[src/rtl/instr_prefetch_queue_pkg.sv]
`default_nettype none
// ----------------------------------------------------------------------------
// Module  : instr_prefetch_queue_pkg
// Brief   : Shared constants, FSM encoding and sizing helper for the prefetch queue.
// Revision: 1.0
// ----------------------------------------------------------------------------
package instr_prefetch_queue_pkg;

  // Bubble presented to decode when the queue is empty (addi x0, x0, 0).
  localparam logic [31:0] NOP_INSTR = 32'h0000_0013;
  localparam int unsigned PC_STEP   = 4;

  typedef enum logic [1:0] {
    ST_IDLE = 2'd0,
    ST_BUSY = 2'd1,
    ST_DROP = 2'd2
  } fetch_state_t;

  function automatic int unsigned occ_w(input int unsigned depth);
    return $clog2(depth) + 1;
  endfunction

endpackage
`default_nettype wire

[src/rtl/prefetch_fifo.sv]
`default_nettype none
// ----------------------------------------------------------------------------
// Module  : prefetch_fifo
// Brief   : DEPTH-entry synchronous FIFO, flush-dominant, combinational head.
// Revision: 1.0
// ----------------------------------------------------------------------------
module prefetch_fifo
  import instr_prefetch_queue_pkg::*;
#(
  parameter int DEPTH = 4,
  parameter int WIDTH = 64
) (
  input  logic                     clk,
  input  logic                     rst_n,
  input  logic                     i_push,
  input  logic                     i_pop,
  input  logic                     i_flush,
  input  logic [WIDTH-1:0]         i_wdata,
  output logic [WIDTH-1:0]         o_head,
  output logic                     o_empty,
  output logic [occ_w(DEPTH)-1:0]  o_count
);

  localparam int PTR_W = $clog2(DEPTH);
  localparam int CNT_W = occ_w(DEPTH);

  logic [WIDTH-1:0] r_mem [DEPTH];
  logic [PTR_W-1:0] r_wr_ptr;
  logic [PTR_W-1:0] r_rd_ptr;
  logic [CNT_W-1:0] r_count;
  logic             w_full;
  logic             w_wr;
  logic             w_rd;

  assign w_full  = (r_count == CNT_W'(DEPTH));
  assign o_empty = (r_count == '0);
  assign w_wr    = i_push && !w_full && !i_flush;
  assign w_rd    = i_pop && !o_empty && !i_flush;

  always_ff @(posedge clk or negedge rst_n) begin
    if (!rst_n) begin
      r_wr_ptr <= '0;
      r_rd_ptr <= '0;
      r_count  <= '0;
    end else if (i_flush) begin
      r_wr_ptr <= '0;
      r_rd_ptr <= '0;
      r_count  <= '0;
    end else begin
      if (w_wr) r_wr_ptr <= r_wr_ptr + PTR_W'(1);
      if (w_rd) r_rd_ptr <= r_rd_ptr + PTR_W'(1);
      r_count <= r_count + CNT_W'(w_wr) - CNT_W'(w_rd);
    end
  end

  // Storage needs no reset: occupancy alone decides what is visible.
  always_ff @(posedge clk) begin
    if (w_wr) r_mem[r_wr_ptr] <= i_wdata;
  end

  assign o_head  = r_mem[r_rd_ptr];
  assign o_count = r_count;

endmodule
`default_nettype wire

[src/rtl/instr_prefetch_queue.sv]
`default_nettype none
// ----------------------------------------------------------------------------
// Module  : instr_prefetch_queue
// Brief   : Sequential instruction prefetcher with credit-based FIFO and branch
//           redirect. Optional perf counters enabled by `define PREFETCH_PERF_EN.
// Revision: 1.0
// ----------------------------------------------------------------------------
module instr_prefetch_queue
  import instr_prefetch_queue_pkg::*;
#(
  parameter int                DEPTH    = 4,
  parameter int                ADDR_W   = 32,
  parameter int                INSTR_W  = 32,
  parameter logic [ADDR_W-1:0] RESET_PC = '0
) (
  input  logic                     clk,
  input  logic                     reset,
  output logic                     imem_req,
  output logic [ADDR_W-1:0]        imem_addr,
  input  logic                     imem_ack,
  input  logic [INSTR_W-1:0]       imem_rdata,
  input  logic                     isBranchTaken,
  input  logic [ADDR_W-1:0]        branchPC,
  input  logic                     stall,
  output logic                     validF,
  output logic [INSTR_W-1:0]       instructionF,
  output logic [ADDR_W-1:0]        PCF,
  output logic [occ_w(DEPTH)-1:0]  count
`ifdef PREFETCH_PERF_EN
  ,
  output logic [15:0]              perf_drop_cnt,
  output logic [15:0]              perf_empty_cnt
`endif
);

  localparam int CNT_W   = occ_w(DEPTH);
  localparam int ENTRY_W = ADDR_W + INSTR_W;

  fetch_state_t       r_state;
  logic [ADDR_W-1:0]  r_fetch_pc;
  logic [ADDR_W-1:0]  r_target_pc;
  logic               w_flush;
  logic               w_ack_busy;
  logic               w_ack_drop;
  logic               w_push;
  logic               w_pop;
  logic               w_credit;
  logic               w_empty;
  logic [CNT_W-1:0]   w_count_next;
  logic [ENTRY_W-1:0] w_head;

  assign w_flush      = isBranchTaken;
  assign w_ack_busy   = imem_ack && (r_state == ST_BUSY);
  assign w_ack_drop   = imem_ack && (r_state == ST_DROP);
  assign w_push       = w_ack_busy && !w_flush;
  assign w_pop        = validF && !stall && !w_flush;
  assign w_count_next = count + CNT_W'(w_push) - CNT_W'(w_pop);
  assign w_credit     = (w_count_next < CNT_W'(DEPTH));

  assign imem_req  = (r_state == ST_BUSY) || (r_state == ST_DROP);
  assign imem_addr = r_fetch_pc;

  // r_fetch_pc is the address on the bus; during DROP the redirect target
  // waits in r_target_pc so the outstanding address stays stable until ack.
  always_ff @(posedge clk or negedge reset) begin
    if (!reset) begin
      r_state     <= ST_IDLE;
      r_fetch_pc  <= RESET_PC;
      r_target_pc <= RESET_PC;
    end else begin
      case (r_state)
        ST_IDLE: begin
          if (w_flush) begin
            r_state    <= ST_BUSY;
            r_fetch_pc <= branchPC;
          end else if (w_credit) begin
            r_state <= ST_BUSY;
          end
        end
        ST_BUSY: begin
          if (w_flush) begin
            if (w_ack_busy) begin
              r_fetch_pc <= branchPC;
            end else begin
              r_state     <= ST_DROP;
              r_target_pc <= branchPC;
            end
          end else if (w_ack_busy) begin
            r_fetch_pc <= r_fetch_pc + ADDR_W'(PC_STEP);
            r_state    <= w_credit ? ST_BUSY : ST_IDLE;
          end
        end
        ST_DROP: begin
          if (w_flush) begin
            r_target_pc <= branchPC;
          end else if (w_ack_drop) begin
            r_state    <= ST_BUSY;
            r_fetch_pc <= r_target_pc;
          end
        end
        default: r_state <= ST_IDLE;
      endcase
    end
  end

  prefetch_fifo #(
    .DEPTH (DEPTH),
    .WIDTH (ENTRY_W)
  ) u_fifo (
    .clk     (clk),
    .rst_n   (reset),
    .i_push  (w_push),
    .i_pop   (w_pop),
    .i_flush (w_flush),
    .i_wdata ({r_fetch_pc, imem_rdata}),
    .o_head  (w_head),
    .o_empty (w_empty),
    .o_count (count)
  );

  assign validF       = !w_empty;
  assign instructionF = validF ? w_head[INSTR_W-1:0] : INSTR_W'(NOP_INSTR);
  assign PCF          = validF ? w_head[ENTRY_W-1:INSTR_W] : '0;

`ifdef PREFETCH_PERF_EN
  logic [15:0] r_perf_drop_cnt;
  logic [15:0] r_perf_empty_cnt;
  logic        w_drop_evt;

  // A return is discarded either in DROP or when it coincides with a flush.
  assign w_drop_evt = w_ack_drop || (w_ack_busy && w_flush);

  always_ff @(posedge clk or negedge reset) begin
    if (!reset) begin
      r_perf_drop_cnt  <= '0;
      r_perf_empty_cnt <= '0;
    end else begin
      if (w_drop_evt && (r_perf_drop_cnt != 16'hFFFF))
        r_perf_drop_cnt <= r_perf_drop_cnt + 16'd1;
      if (!validF && (r_perf_empty_cnt != 16'hFFFF))
        r_perf_empty_cnt <= r_perf_empty_cnt + 16'd1;
    end
  end

  assign perf_drop_cnt  = r_perf_drop_cnt;
  assign perf_empty_cnt = r_perf_empty_cnt;
`endif

endmodule
`default_nettype wire

[config.mk]
export PLATFORM = sky130hd
export DESIGN_NAME = instr_prefetch_queue
export DESIGN_NICKNAME = d
export VERILOG_FILES = /design/src/rtl/instr_prefetch_queue_pkg.sv /design/src/rtl/prefetch_fifo.sv /design/src/rtl/instr_prefetch_queue.sv
export SDC_FILE = /design/constraint.sdc
export NUM_CORES = 1
export LEC_CHECK = 0
export CORE_MARGIN = 10
export CORE_UTILIZATION = 55
export CTS_BUF_LIST = sky130_fd_sc_hd__clkbuf_4 sky130_fd_sc_hd__clkbuf_8
export CTS_CLUSTER_SIZE = 20
export DETAILED_ROUTE_END_ITERATION = 7
export PLACE_DENSITY = 0.79
export SKIP_CTS_REPAIR_TIMING = 1
export SLEW_MARGIN = 20
export SYNTH_ARGS = -nofsm -noshare
export SYNTH_HDL_FRONTEND = slang
export SYNTH_SLANG_ARGS = --single-unit
[constraint.sdc]
create_clock -name clk -period 4.2 [get_ports clk]
set_input_delay 0.42 -clock clk [delete_from_list [all_inputs] [get_ports clk]]
set_output_delay 0.42 -clock clk [all_outputs]
set_load 0.02 [all_outputs]
==> results.ini, run 1 <==
[yosys]
synth_nets = 941
synth_cells = 858
ys_dominant_reg_cell = edfxtp_1
synth_seq_cells = 329
synth-async-reset-ratio_pct = 22.2
yosysWarningCount = 0
synth.distinct_cells = 57
synth_area_um2 = 13900
post_synth.cell_area_avg_um2 = 16.2
synth_seq_area_share_pct = 68.6
synth-edff-count = 256

[finish]
post-route-cell-area_um2 = 17000
nFillCells = 1714
drive_gt1_share_pct = 19.4
final_util_pct = 67.8
final_common_cell = edfxtp_1
stdcell_count = 1413
final_cell_mix = edfxtp_1, clkdlybuf4s50_1, dfrtp_1, and2_1, mux4_2
fin_nets = 1130
antenna_cells = 0
syn_to_final_growth_pct = 22.4

[placement]
post-place-ws_ns = 1.11
dpl.hpwl_um = 19100
place_congestion = 0.809
place_inst = 1324
io_buffers = 169
dpl_cell_area_um2 = 16000

[sta]
relSlewSlack_pct = 25.6
setup_viol = 0
clock_skew_ns = 0.00981
slew_viol_final = 0
final.setup.tns_ns = 0
period_needed_ns = 3.66
tightest_slew_ns = 1.12
hold_ws_ns = 0.435
rsz0062_at_grt = no
post-route-period-util_pct = 87.1
fmax_mhz = 273
fin_ws_ns = 0.541
final_hold_viol_count = 0

[run]
maxCapViolations = 0

[floorplanning]
io_pins = 170
row_count = 58
dieArea_um2 = 32000
core_area_um2 = 25000
fp.dieW_um = 179
start_util_pct = 55.4
dieHeight_um = 179

[worst_setup_path]
critPathArrivalTime_ns = 3.24
worstSetupPathType = reg2out
end_kind = primary output
crit_path_start_kind = register
path_max_fanout = 35
crit_required_ns = 3.78

[hold_path]
hold_path_class = in2async

[power_and_ir_drop]
leakagePower_nw = 5.84
power_per_cell_area_nw_per_um2 = 684
max-vdd-ir-drop_mv = 0.391
total_power_mw = 11.6

[clock_network]
cts_made_buffers = 50
htree_levels = 2
clkTransAtPathRegs_ns = 0.06
clk_latency_ns = 0.55
cts_tree = built
cts_sinks = 329
cts-root-buf = clkbuf_8
clockBufferDepth = 3

[grt]
grt_pass1_wl_um = 46400
grt_use_total_pct = 18.6
antenna_found_initial = 0
grt_pass1_vias = 8471
grt_max_degree = 65
gr-total-overflow = 0

[route]
vias = 8220
wirelength_um = 29700
avgRoutedWirePerCell_um = 21.0
antenna_left = 0
drc = 0
drtIter0Drc = 798
vias_per_cell = 5.82
drt_pass1_iterations = 6

[outcome]
status = completed

-- final timing paths --
check / depth (start not counted) / end / from / slack [ns]
setup / recovery: 5 / PCF[10] / u_fifo.o_count[1] / 0.54
hold / removal: 2 / imem_addr[0] / reset / 0.44
setup reg to reg: 7 / u_fifo.r_mem[1][41] / r_state[1] / 1.34
hold reg to reg: 1 / r_target_pc[26] / r_target_pc[26] / 0.51
max in group asynchronous: 3 / r_target_pc[26] / reset / 2.89
min in group clk: 1 / r_target_pc[26] / r_target_pc[26] / 0.51
-- cell usage after synthesis (4+ instances only) --
cell type	n	area (um2)
and3_1	8	50.1
nor2b_1	6	37.5
a31oi_1	6	37.5
nor2_1	31	116
buf_1	5	18.8
o21ai_0	57	285
mux4_2	64	1440
a21oi_1	16	80.1
nand4_1	6	37.5
a221oi_1	9	78.8
dfrtp_1	73	1830
a22o_1	8	70.1
buf_2	14	70.1
ha_1	13	163
o2bb2ai_1	4	35.0
nand2_1	37	139
a222oi_1	6	60.1
mux2_2	34	383
clkbuf_1	31	116
nand3_1	11	55.1
edfxtp_1	256	7690
nor3_1	14	70.1
and2_1	69	432
a22oi_1	8	60.1
inv_1	20	75.1
-- logic make-up (layout without fill, tap and decap cells) --
logic type	count (synthesis)	after routing	synth area share, %
DFF	329	329	68.6
and+or+nand+nor	206	206	8.23
AOI/OAI and AO/OA	136	136	6.39
muxes	99	99	13.2
buffers and inverters	70	295	2.02
adders and majority gates	14	14	1.32
xor gates and xnor gates	4	4	0.253
-- state kept, by name, indices dropped and copies added (netlist names) --
name             flops
u_fifo.r_mem       256
imem_addr           32
r_target_pc         32
u_fifo.o_count       3
r_state              2
u_fifo.r_rd_ptr      2
u_fifo.r_wr_ptr      2
-- routing by layer --
metal  global-route usage [%]  up-vias  wire length [um]  share of wire (%)
met4                     5.37        0               558                1.9
met5                        0        -                 0                  0
met1                     24.3     4114             12400                 42
met2                     30.7      321             14600                 49
met3                     4.21       46              2200                7.4
li1                         -     3739                 -                  -
-- cell type report --
cell class / count / area (um2) / area share (%)
multi-input combinational: 459 / 4100 / 24.1
timing repair buffer: 187 / 1910 / 11.3
clock buffer: 66 / 815 / 4.80
inverter: 20 / 75.1 / 0.442
sequential: 329 / 9520 / 56.1
tap: 330 / 413 / 2.43
clock inverter: 22 / 146 / 0.862
-- power by group --
part	switching, mW	internal (mW)
Sequential	0.628	4.16
Clock	1.14	1.38
Combinational	2.21	2.10
-- worst max-delay path, cell delays in order, from the launching register on --
cell             delay, ns
dfrtp_1               0.45
nor3_1                0.36
clkinv_1              0.72
buf_12                0.43
and2_1                0.16
clkdlybuf4s50_1       0.55
(Power assumes the default switching activity.)
==> run 2, diff against run 1 <==
--- a/config.mk
+++ b/config.mk
@@ -5,6 +5,7 @@
 export SDC_FILE = /design/constraint.sdc
 export NUM_CORES = 1
 export LEC_CHECK = 0
+export ABC_AREA = 0
 export CORE_MARGIN = 10
 export CORE_UTILIZATION = 55
 export CTS_BUF_LIST = sky130_fd_sc_hd__clkbuf_4 sky130_fd_sc_hd__clkbuf_8
==> results of run 2 <==
The final DEF is identical to that of run 1; final timing and power are the same.
